===== src/rtl/mipsfpga_ahb_sevensegarb.sv =====
// Two-requester arbiter for the eight-digit seven-segment display.
// Round-robin ownership with a bounded tenure under contention. The
// digit enables and values are registered, so the display only ever
// shows one source's data at a time.
module mipsfpga_ahb_sevensegarb #(
    parameter int MAX_HOLD = 50000
) (
    input  logic        clk,
    input  logic        reset,
    input  logic        req0,
    input  logic        req1,
    input  logic [7:0]  en0,
    input  logic [31:0] disp0,
    input  logic [7:0]  en1,
    input  logic [31:0] disp1,
    output logic        gnt0,
    output logic        gnt1,
    output logic [7:0]  EN,
    output logic [31:0] DISP
);

    typedef enum logic [1:0] {
        IDLE = 2'd0,
        OWN0 = 2'd1,
        OWN1 = 2'd2
    } state_t;

    localparam logic [15:0] CNT_MAX = 16'(MAX_HOLD - 1);

    state_t      state;
    state_t      state_next;
    logic        last;
    logic [15:0] cnt;
    logic        hold_done;

    assign hold_done = (cnt == CNT_MAX);
    assign gnt0      = (state == OWN0);
    assign gnt1      = (state == OWN1);

    // Next-state selection: round-robin on a tie, every release or preemption goes via IDLE.
    always_comb begin
        state_next = state;
        case (state)
            IDLE: begin
                if (req0 && req1)
                    state_next = last ? OWN0 : OWN1;
                else if (req0)
                    state_next = OWN0;
                else if (req1)
                    state_next = OWN1;
            end
            OWN0: begin
                if (!req0 || (req1 && hold_done))
                    state_next = IDLE;
            end
            OWN1: begin
                if (!req1 || (req0 && hold_done))
                    state_next = IDLE;
            end
            default: state_next = IDLE;
        endcase
    end

    // State register.
    always_ff @(posedge clk or posedge reset) begin
        if (reset)
            state <= IDLE;
        else
            state <= state_next;
    end

    // Round-robin pointer remembers who was granted most recently.
    always_ff @(posedge clk or posedge reset) begin
        if (reset)
            last <= 1'b1;
        else if (state == IDLE && state_next == OWN0)
            last <= 1'b0;
        else if (state == IDLE && state_next == OWN1)
            last <= 1'b1;
    end

    // Tenure counter: held at zero in IDLE (so every grant starts from zero),
    // counts while owned and sticks at MAX_HOLD-1.
    always_ff @(posedge clk or posedge reset) begin
        if (reset)
            cnt <= 16'd0;
        else if (state == IDLE)
            cnt <= 16'd0;
        else if (!hold_done)
            cnt <= cnt + 16'd1;
    end

    // Display registers follow the current owner, blank when nobody owns it.
    always_ff @(posedge clk or posedge reset) begin
        if (reset) begin
            EN   <= 8'hff;
            DISP <= 32'h0;
        end else begin
            case (state)
                OWN0: begin
                    EN   <= en0;
                    DISP <= disp0;
                end
                OWN1: begin
                    EN   <= en1;
                    DISP <= disp1;
                end
                default: begin
                    EN   <= 8'hff;
                    DISP <= 32'h0;
                end
            endcase
        end
    end

endmodule


===== config.mk =====
export PLATFORM = sky130hd
export DESIGN_NAME = mipsfpga_ahb_sevensegarb
export DESIGN_NICKNAME = d
export VERILOG_FILES = /design/src/rtl/mipsfpga_ahb_sevensegarb.sv
export SDC_FILE = /design/constraint.sdc
export NUM_CORES = 1
export LEC_CHECK = 0
export ABC_CLOCK_PERIOD_IN_PS = 3380
export CAP_MARGIN = 25
export CORE_MARGIN = 1.5
export CORE_UTILIZATION = 44
export DETAILED_ROUTE_END_ITERATION = 8
export MAX_ROUTING_LAYER = met4
export PLACE_DENSITY = 0.88
export SLEW_MARGIN = 20
export SYNTH_ARGS = -nofsm -noshare
export SYNTH_HDL_FRONTEND = slang
export SYNTH_SLANG_ARGS = --single-unit

===== constraint.sdc =====
create_clock -name clk -period 3.38 [get_ports clk]
set_input_delay 0.507 -clock clk [delete_from_list [all_inputs] [get_ports clk]]
set_output_delay 0.507 -clock clk [all_outputs]
set_load 0.05 [all_outputs]

* Yosys cells after proc, flatten, opt, wreduce, memory -nomap -nowiden
Index checks and enable logic that the tools add are counted.
** Storage, ports and cells
- Bits in registers :: 59
- Bits of input ports :: 84
- Output and inout port bits :: 42
- Logic and storage cells :: 36
** Operators by class
- Add/subtract/negate cells :: 1
- Equal/unequal tests :: 6
- Muxes and demuxes :: 13
- Reductions and logical operators :: 11
** Operator list (number)
- 32-bit case mux with 2 select lines :: 1
- 16-bit two-way mux :: 2
- 16-bit by 1-bit adder with 16-bit output, second input constant :: 1
- 16-bit equality test, second input constant :: 1
- 8-bit case mux with 2 select lines :: 1
- 2-bit two-way mux :: 6
- 2-bit case mux with 3 select lines :: 1
- 1-bit logical AND :: 5
- 2-bit by 1-bit equality test with 1-bit output, second input constant :: 2
- 2-bit equality test, second input constant :: 2
- 1-bit zero test :: 2
- 2-bit zero test :: 1
- 1-bit logical OR :: 2
- 1-bit two-way mux :: 2
- 2-bit by 1-bit inequality test with 1-bit output, second input constant :: 1
- 2-bit nonzero test :: 1

* Longest topological paths before layout
Gate-level depths: netlist of the first run.
- Depth after elaboration :: 9
- Depth in mapped cells :: 7
- Mapped depth without buffers :: 6

* Worst setup path after synthesis of the first run
No wires, ideal clock.
- Kind :: register -> register
- From :: register cnt[7]
- To :: register last
- Setup time :: 97 ps
- Arrival :: 1915 ps
- Required time :: 3283 ps
- Slack :: 1368 ps
- Stages on the path, launching flop included :: 5
- Buffers on the path :: 0
- Clock period less this slack :: 2012 ps
- Path through :: dfrtp_1 > or4b_4 > or4_4 > a2111oi_1 > o32ai_1
** Between the ends
- Cells in the longest elaborated chain, start to end :: 8
- Elaborated cells between the ends (all ways) :: 14
- Classes of those cells :: 3 x eq/ne; 4 x mux; 7 x reduce/logical
** Ends and longest elaborated chain
- start: declaration :: line 33 : logic [15:0] cnt;
- start signal: assignment :: line 90 : cnt <= cnt + 16'd1;
- 16-bit equality test * :: line 36 : assign hold_done = (cnt == CNT_MAX);
- 1-bit logical AND (on tied branches) :: line 57, 53
- 1-bit logical OR (on tied branches) :: line 57, 53
- 2-bit two-way mux (on tied branches) :: line 57, 53
- 2-bit case mux with 3 select lines * :: line 43 : case (state)
- 2-bit by 1-bit equality test with 1-bit output or 2-bit equality test (tied branches) :: line 76, 78
- 1-bit logical AND (on tied branches) :: line 76, 78
- 1-bit two-way mux or 2-bit nonzero test (tied branches)
- end signal: assignment :: line 75 : last <= 1'b1;
- end signal: assignment :: line 77 : last <= 1'b0;
- end signal: assignment :: line 79 : last <= 1'b1;
- end: declaration :: line 32 : logic last;
Every way passes the cells marked *; elsewhere a longest branch is shown, timed or not.
A chain may end at the register's enable or synchronous reset.

* Final worst setup path of the first run
- From :: register state[0]
- To :: output gnt1
** Between the ends
- Cells in the longest elaborated chain, start to end :: 1
** Ends and longest elaborated chain
- start: declaration :: line 30 : state_t state;
- start signal: assignment :: line 69 : state <= state_next;
- 2-bit equality test :: line 38 : assign gnt1 = (state == OWN1);
- end: declaration :: line 17 : output logic gnt1,
Every way passes these cells.

==> flow_metrics.py, run 1 <==
metrics = {
    "timing": {
        "fin_tns_setup_ps": 0,
        "slew_violations": 0,
        "fin_crit_sh": 0.821,
        "worst_slew_pin_slew_ps": 992,
        "grt_setup_unrepaired": "false",
        "finalCriticalPeriod_ps": 2770,
        "hold_viol_final": 0,
        "relSlewSlack": 0.338,
        "fmax_ghz": 0.361,
        "fin_ws_ps": 606,
        "finClkSkew_ps": 9.17,
        "setup_violations": 0,
        "whs_ps": 448,
    },
    "routing": {
        "drt-wirelength-per-cell_um": 15.6,
        "postRouteAntennaNets": 0,
        "viasPerCell": 5.22,
        "vias": 2361,
        "detail_route.iter0.violations": 143,
        "drc": 0,
        "wl_um": 7040,
        "drt_first_pass_iters": 4,
    },
    "final_layout": {
        "diodes": 0,
        "layout_commonest_cell": "clkdlybuf4s50_1",
        "nets": 461,
        "area_growth_pct": 57.3,
        "layout-drive-gt1-share": 0.0928,
        "n_fill_cell": 393,
        "final-instance-count-excl-fill": 452,
        "seq_area_um2": 1490,
        "multi_input_area_um2": 1130,
        "final_cell_mix": "clkdlybuf4s50_1, dfrtp_1, a22oi_1, nor2b_1",
    },
    "clock_network": {
        "root_buffer": "clkbuf_8",
        "clock-sinks": 59,
        "cts_hold_buf": 0,
        "cts.repair.resized": 0,
        "cts_htree_levels": 3,
        "clock_latency_ps": 350,
        "cts_tree": "yes",
        "clkTransAtPathRegs_ps": 80,
        "postCtsSetupBuffers": 0,
        "clockBufferDepth": 2,
        "cts_made_buffers": 9,
    },
    "yosys": {
        "yosys_register_bits": 59,
        "yosys_warnings": 0,
        "synth.distinct_cells": 32,
        "syn_area_um2": 2710,
        "synth-seq-area-share": 0.549,
        "synth_top_flop_cell": "dfrtp_1",
        "synth.avg_cell_area_um2": 10.9,
        "synth_nets": 338,
        "synth_edf_count": 0,
        "yosys.area.top_type": "dfrtp_1",
        "yosysTopAreaCellShare": 0.462,
        "syn-instance-count": 249,
        "synthTopCellsByArea": "dfrtp_1, a22oi_1, dfstp_2",
        "async_flop_share": 1.00,
    },
    "placement": {
        "pre_cts_slack_ps": 1000,
        "portBuffers": 125,
        "dpl.hpwl_um": 5190,
        "dp_cells": 436,
        "place_congestion": 0.874,
    },
    "power_and_ir_drop": {
        "peakVddDrop_mv": 0.501,
        "p_leak_uw": 0.00174,
        "powerDensity_nw_per_um2": 860,
    },
    "floorplanning": {
        "rows": 28,
        "initial_core_util": 0.457,
        "die_x_um": 81.4,
        "fp.dieArea_um2": 6630,
        "fp.dieH_um": 81.4,
        "core_area_um2": 5920,
        "ioPinCount": 126,
    },
    "run_status": {
        "outcome": "completed",
    },
    "global_routing": {
        "grt_pass1_vias": 2383,
        "grt_overflow": 0,
        "grt_max_degree": 42,
        "grt_pass1_wl_um": 10900,
        "grt_util_all_layers": 0.233,
        "antenna_found_initial": 0,
    },
    "setup_path": {
        "crit_path_max_fanout": 12,
        "cp.arrival_ps": 2270,
        "cp-end-kind": "output port",
        "start_kind": "flop",
        "cp.required_ps": 2870,
        "path_class": "reg -> out",
    },
    "flow_run": {
        "cap_violations": 0,
    },
    "hold_path": {
        "hold_path_class": "in -> async",
    },
}
## logic make-up after synthesis
family	count (synthesis)	synth area share
simple gates	90	0.198
fa+ha+maj	5	0.0231
flops	59	0.549
mux	1	0.00370
buf+inv	23	0.0319
xor+xnor	10	0.0323
compound gates	61	0.161
## layer usage
layer,part of all wire,track usage,up-vias
met1,0.39,0.268,1110
met2,0.52,0.364,95
li1,-,-,1135
met4,0.030,0.121,0
met3,0.060,0.0756,21
met5,0,-,-
## registers in the layout, indices dropped and copies added (netlist names)
name,cells
EN,8
DISP,32
cnt,16
state,2
last,1
## per-stage QoR
stage | utilization | cell area, um^2 | total power (uW)
after detailed placement | 0.679 | 4020 | 2900
after global routing | 0.719 | 4260 | 3840
after CTS | 0.719 | 4260 | 3680
after global placement | 0.679 | 4020 | 2850
final | 0.719 | 4260 | 3660
after floorplan | - | 2710 | 2300
## path summary, 6_finish.rpt
| check | slack (ps) | from | cells past startpoint | endpoint |
|---|---|---|---|---|
| max | 610 | state[0] | 3 | gnt1 |
| min | 450 | reset | 2 | DISP[9] |
| max reg2reg | 1160 | cnt[12] | 4 | last |
| min reg2reg | 500 | last | 2 | last |
| max in group asynchronous | 2240 | reset | 3 | last |
| min in group clk | 500 | last | 2 | last |
## synthesized netlist by cell type, drive strengths merged (6+ instances only)
library cell / count
clkbuf: 17
a21oi: 7
nor2: 12
a22oi: 41
nor2b: 33
dfstp: 9
nand2: 12
inv: 6
nand4: 6
xor2: 8
dfrtp: 50
## report_power, final
group | internal [uW] | leakage, uW | switching (uW)
combinational | 690 | 0.000843 | 1190
clock | 488 | 0.000119 | 289
sequential | 930 | 0.000779 | 74.0
total | 2110 | 0.00174 | 1550
## final cells by class
type                       instances  share of cell area
sequential                        59               0.349
timing repair buffer             129               0.301
multi-input combinational        167               0.266
clock buffer                       9              0.0291
clock inverter                     7              0.0273
tap                               75              0.0220
inverter                           6             0.00529
## worst max-delay path, stage by stage, from the launching register on
cell and delay [ps]:
dfrtp_1 400, inv_1 140, ha_1 470, clkdlybuf4s50_1 910
(Power assumes the default switching activity.)
==> inputs of run 2 (changes only) <==
--- a/config.mk
+++ b/config.mk
@@ -5,13 +5,13 @@
 export SDC_FILE = /design/constraint.sdc
 export NUM_CORES = 1
 export LEC_CHECK = 0
-export ABC_CLOCK_PERIOD_IN_PS = 3380
+export ABC_CLOCK_PERIOD_IN_PS = 2300
 export CAP_MARGIN = 25
 export CORE_MARGIN = 1.5
-export CORE_UTILIZATION = 44
+export CORE_UTILIZATION = 37
 export DETAILED_ROUTE_END_ITERATION = 8
 export MAX_ROUTING_LAYER = met4
-export PLACE_DENSITY = 0.88
+export PLACE_DENSITY = 0.79
 export SLEW_MARGIN = 20
 export SYNTH_ARGS = -nofsm -noshare
 export SYNTH_HDL_FRONTEND = slang
==> constraint.sdc (replaced) <==
create_clock -name clk -period 2.3 [get_ports clk]
set_input_delay 0.345 -clock clk [delete_from_list [all_inputs] [get_ports clk]]
set_output_delay 0.345 -clock clk [all_outputs]
set_load 0.05 [all_outputs]
==> run 2 against run 1 <==
Power is 46% higher. Cell area grew 1.5%. Largest power group unchanged. Cell count increased by 6.0%.
==> flow_metrics.py, run 2 (synthesis gave the netlist of run 1 again) <==
metrics = {
    "clock_network": {
        "cts_made_buffers": 9,
        "cts_htree_levels": 3,
        "postCtsSetupBuffers": 0,
        "clock_latency_ps": 340,
        "clockBufferDepth": 2,
        "clkTransAtPathRegs_ps": 70,
        "cts_hold_buf": 0,
        "root_buffer": "clkbuf_8",
        "clock-sinks": 59,
        "cts_tree": "yes",
        "cts.repair.resized": 0,
    },
    "placement": {
        "dpl.hpwl_um": 5140,
        "place_congestion": 0.829,
        "portBuffers": 125,
    },
    "routing": {
        "wl_um": 7090,
        "vias": 2375,
        "viasPerCell": 4.96,
        "drc": 0,
        "drt-wirelength-per-cell_um": 14.8,
        "drt_first_pass_iters": 4,
        "detail_route.iter0.violations": 123,
        "postRouteAntennaNets": 0,
    },
    "floorplanning": {
        "fp.dieArea_um2": 7840,
        "initial_core_util": 0.377,
        "fp.dieH_um": 88.5,
        "ioPinCount": 126,
        "rows": 31,
        "die_x_um": 88.5,
        "core_area_um2": 7180,
    },
    "timing": {
        "relSlewSlack": 0.644,
        "fin_tns_setup_ps": 0,
        "hold_viol_final": 0,
        "slew_violations": 0,
        "finalCriticalPeriod_ps": 2180,
        "setup_violations": 0,
        "fin_crit_sh": 0.946,
        "grt_setup_unrepaired": "false",
        "fmax_ghz": 0.460,
        "whs_ps": 375,
        "worst_slew_pin_slew_ps": 533,
        "finClkSkew_ps": 7.57,
    },
    "power_and_ir_drop": {
        "powerDensity_nw_per_um2": 1240,
        "p_leak_uw": 0.00176,
        "peakVddDrop_mv": 0.953,
    },
    "global_routing": {
        "grt_max_degree": 60,
        "antenna_found_initial": 0,
        "grt_pass1_vias": 2459,
        "grt_util_all_layers": 0.203,
        "grt_overflow": 0,
        "grt_pass1_wl_um": 11600,
    },
    "setup_path": {
        "cp-end-kind": "flop",
        "cp.arrival_ps": 2410,
        "start_kind": "flop",
        "cp.required_ps": 2540,
        "crit_path_max_fanout": 3,
        "rrSetupSlack_ps": 120,
        "r2r_cells": 4,
        "path_class": "reg -> reg",
    },
    "final_layout": {
        "diodes": 0,
        "layout-drive-gt1-share": 0.103,
        "nets": 464,
        "final_cell_mix": "clkdlybuf4s50_1, dfrtp_1, a22oi_1, nor2b_1",
        "regMostFlops": "DISP",
        "largest_reg_flops": 32,
        "layout_commonest_cell": "clkdlybuf4s50_1",
        "largestRegisters": "DISP x32, cnt x16, EN x8",
        "area_growth_pct": 59.6,
    },
    "run_status": {
        "outcome": "completed",
    },
    "hold_path": {
        "hold_path_class": "in -> async",
    },
    "flow_run": {
        "cap_violations": 0,
    },
}
-- run 2: changes by cell type in the layout (fill, tap and decap cells not counted), sizes merged --
cell,change
buf,+5
clkdlybuf4s50,-2
bufinv,-1
clkbuf,+1
-- run 2: path summary, 6_finish.rpt --
kind,from,endpoint
worst max register to register,cnt[7],last
worst min-delay path,reset,DISP[21]
min in group clk,last,last
max in group asynchronous,reset,last
worst max-delay path,cnt[7],last
worst min register to register,last,last
-- run 2: critical path: stages (launching register included) --
cell,delay [ps]
dfrtp_1,400
or4b_4,560
or4_4,540
a2111oi_1,400
o32ai_1,170
-- run 2: area by class of cell --
type                       instances  area (um^2)
clock buffer                      10          128
clock inverter                     6         90.1
fill                             599         2850
inverter                           6         22.5
multi-input combinational        167         1130
sequential                        59         1490
tap                               99          124
timing repair buffer             132         1340
-- run 2: per-layer routing --
layer / track usage / share of wire / up-vias
met3: 0.0812 / 0.065 / 15
met2: 0.324 / 0.51 / 88
met1: 0.233 / 0.40 / 1129
met5: - / 0 / -
met4: 0.0682 / 0.021 / 0
li1: - / - / 1143
-- run 2: through the flow --
step	util	area [um^2]	total power [uW]	worst slack (ps)	cells
floorplan	-	2710	3380	288	249
detailed placement	0.572	4100	4370	136	463
CTS	0.602	4320	5420	140	479
global route	0.602	4320	5660	10.9	479
global placement	0.572	4100	4300	229	463
finish	0.602	4320	5360	125	479
-- run 2: report_power, final --
group	switching, uW	internal [uW]
Sequential	111	1370
Combinational	1780	1080
Clock	416	611
==> inputs of run 3 (changes only) <==
--- a/config.mk
+++ b/config.mk
@@ -12,6 +12,7 @@
 export DETAILED_ROUTE_END_ITERATION = 8
 export MAX_ROUTING_LAYER = met4
 export PLACE_DENSITY = 0.79
+export SETUP_SLACK_MARGIN = 0.3
 export SLEW_MARGIN = 20
 export SYNTH_ARGS = -nofsm -noshare
 export SYNTH_HDL_FRONTEND = slang
==> run 3 against run 2 <==
Wire length down 1.3%. Highest routed layer unchanged. Fmax up 5.0%. Combinational power about the same. Register-to-register slack better by 100 ps.
==> flow_metrics.py, run 3 (synthesis gave the netlist of run 1 again) <==
metrics = {
    "placement": {
        "portBuffers": 125,
        "pre_cts_slack_ps": 264,
        "dp_cells": 463,
        "dpl.hpwl_um": 5110,
        "place_area_um2": 4120,
        "place_congestion": 0.949,
    },
    "clock_network": {
        "cts_made_buffers": 9,
        "clkTransAtPathRegs_ps": 70,
        "cts_hold_buf": 0,
        "clockBufferDepth": 2,
        "root_buffer": "clkbuf_8",
        "clock_latency_ps": 330,
        "cts_tree": "yes",
        "cts_htree_levels": 3,
        "clock-sinks": 59,
    },
    "routing": {
        "vias": 2412,
        "drt-wirelength-per-cell_um": 14.6,
        "drc": 0,
        "viasPerCell": 5.03,
        "postRouteAntennaNets": 0,
        "drt_first_pass_iters": 4,
        "detail_route.iter0.violations": 139,
        "wl_um": 7000,
    },
    "timing": {
        "grt_setup_unrepaired": "true",
        "fin_ws_ps": 228,
        "fin_crit_sh": 0.901,
        "relSlewSlack": 0.580,
        "finClkSkew_ps": 7.85,
        "slew_violations": 0,
        "finalCriticalPeriod_ps": 2070,
        "whs_ps": 360,
        "fin_tns_setup_ps": 0,
        "worst_slew_pin_slew_ps": 625,
        "hold_viol_final": 0,
        "setup_violations": 0,
        "fmax_ghz": 0.483,
    },
    "global_routing": {
        "grt_pass1_wl_um": 11700,
        "grt_util_all_layers": 0.200,
        "antenna_found_initial": 0,
        "grt_overflow": 0,
        "grt_pass1_vias": 2464,
        "grt_max_degree": 42,
    },
    "final_layout": {
        "fin_area_um2": 4330,
        "final-instance-count-excl-fill": 480,
        "diodes": 0,
        "nets": 465,
        "layout-drive-gt1-share": 0.110,
        "final_cell_mix": "clkdlybuf4s50_1, dfrtp_1, a22oi_1, nor2b_1",
        "largestRegisters": "DISP x32, cnt x16, EN x8",
        "n_fill_cell": 589,
        "regMostFlops": "DISP",
        "largest_reg_flops": 32,
        "area_growth_pct": 60.0,
        "layout_commonest_cell": "clkdlybuf4s50_1",
    },
    "setup_path": {
        "rr_endpoint": "last",
        "cp.arrival_ps": 2310,
        "cp-end-kind": "flop",
        "r2r_cells": 4,
        "path_class": "reg -> reg",
        "cp.required_ps": 2540,
        "rrSetupSlack_ps": 230,
        "start_kind": "flop",
        "crit_path_max_fanout": 3,
        "regToRegStartpoint": "cnt[7]",
    },
    "floorplanning": {
        "rows": 31,
        "initial_core_util": 0.377,
        "ioPinCount": 126,
        "fp.dieH_um": 88.5,
        "core_area_um2": 7180,
        "die_x_um": 88.5,
        "fp.dieArea_um2": 7840,
    },
    "power_and_ir_drop": {
        "peakVddDrop_mv": 0.523,
        "powerDensity_nw_per_um2": 1190,
        "p_leak_uw": 0.00178,
    },
    "flow_run": {
        "cap_violations": 0,
    },
    "run_status": {
        "outcome": "completed",
    },
    "hold_path": {
        "hold_path_class": "in -> async",
    },
}
## run 3: worst max-delay path by stage
stage | from | to | slack, ps | cells past startpoint
2_1_floorplan | cnt[7] | last | 330 | 4
3_3_place_gp | cnt[7] | last | 280 | 4
3_5_place_dp | cnt[4] | last | 260 | 4
4_1_cts | cnt[7] | last | 280 | 4
5_1_grt | cnt[7] | last | 160 | 4
6_report | cnt[7] | last | 230 | 4
## run 3: area by class of cell
cell class	instances	area (um^2)	share of cell area
clock inverters	3	15.0	0.00347
flip-flops and latches	59	1490	0.343
well taps	99	124	0.0286
inverters	6	22.5	0.00520
clock buffers	13	149	0.0344
repair buffers	133	1360	0.314
multi-input cells	167	1170	0.271
## run 3: critical path, cell delays in order (launching register included)
cell and delay, ps:
dfrtp_1 400, or4b_4 560, or4_4 560, a2111oi_4 320
o32ai_1 150
## run 3: what timing repair did
action,4_1_cts,5_1_grt
pin swaps,1,0
endpoints found under the setup margin,6,6
gates resized for setup,6,6
buffers inserted,1,0
## run 3: report_power, final
part | internal [uW] | switching [uW] | total [uW]
Combinational | 1090 | 1770 | 2860
Clock | 416 | 386 | 802
Sequential | 1370 | 116 | 1480
## run 3: per-layer routing
layer	GRT usage	routed length, um
met4	0.0696	114
met3	0.0522	438
met2	0.331	3670
met5	-	0
met1	0.238	2780
## run 3: per-stage QoR
step | utilization | power [uW]
5_1_grt | 0.604 | 5440
6_report | 0.604 | 5150
2_1_floorplan | - | 3400
3_5_place_dp | 0.574 | 4360
3_3_place_gp | 0.574 | 4310
4_1_cts | 0.600 | 5190
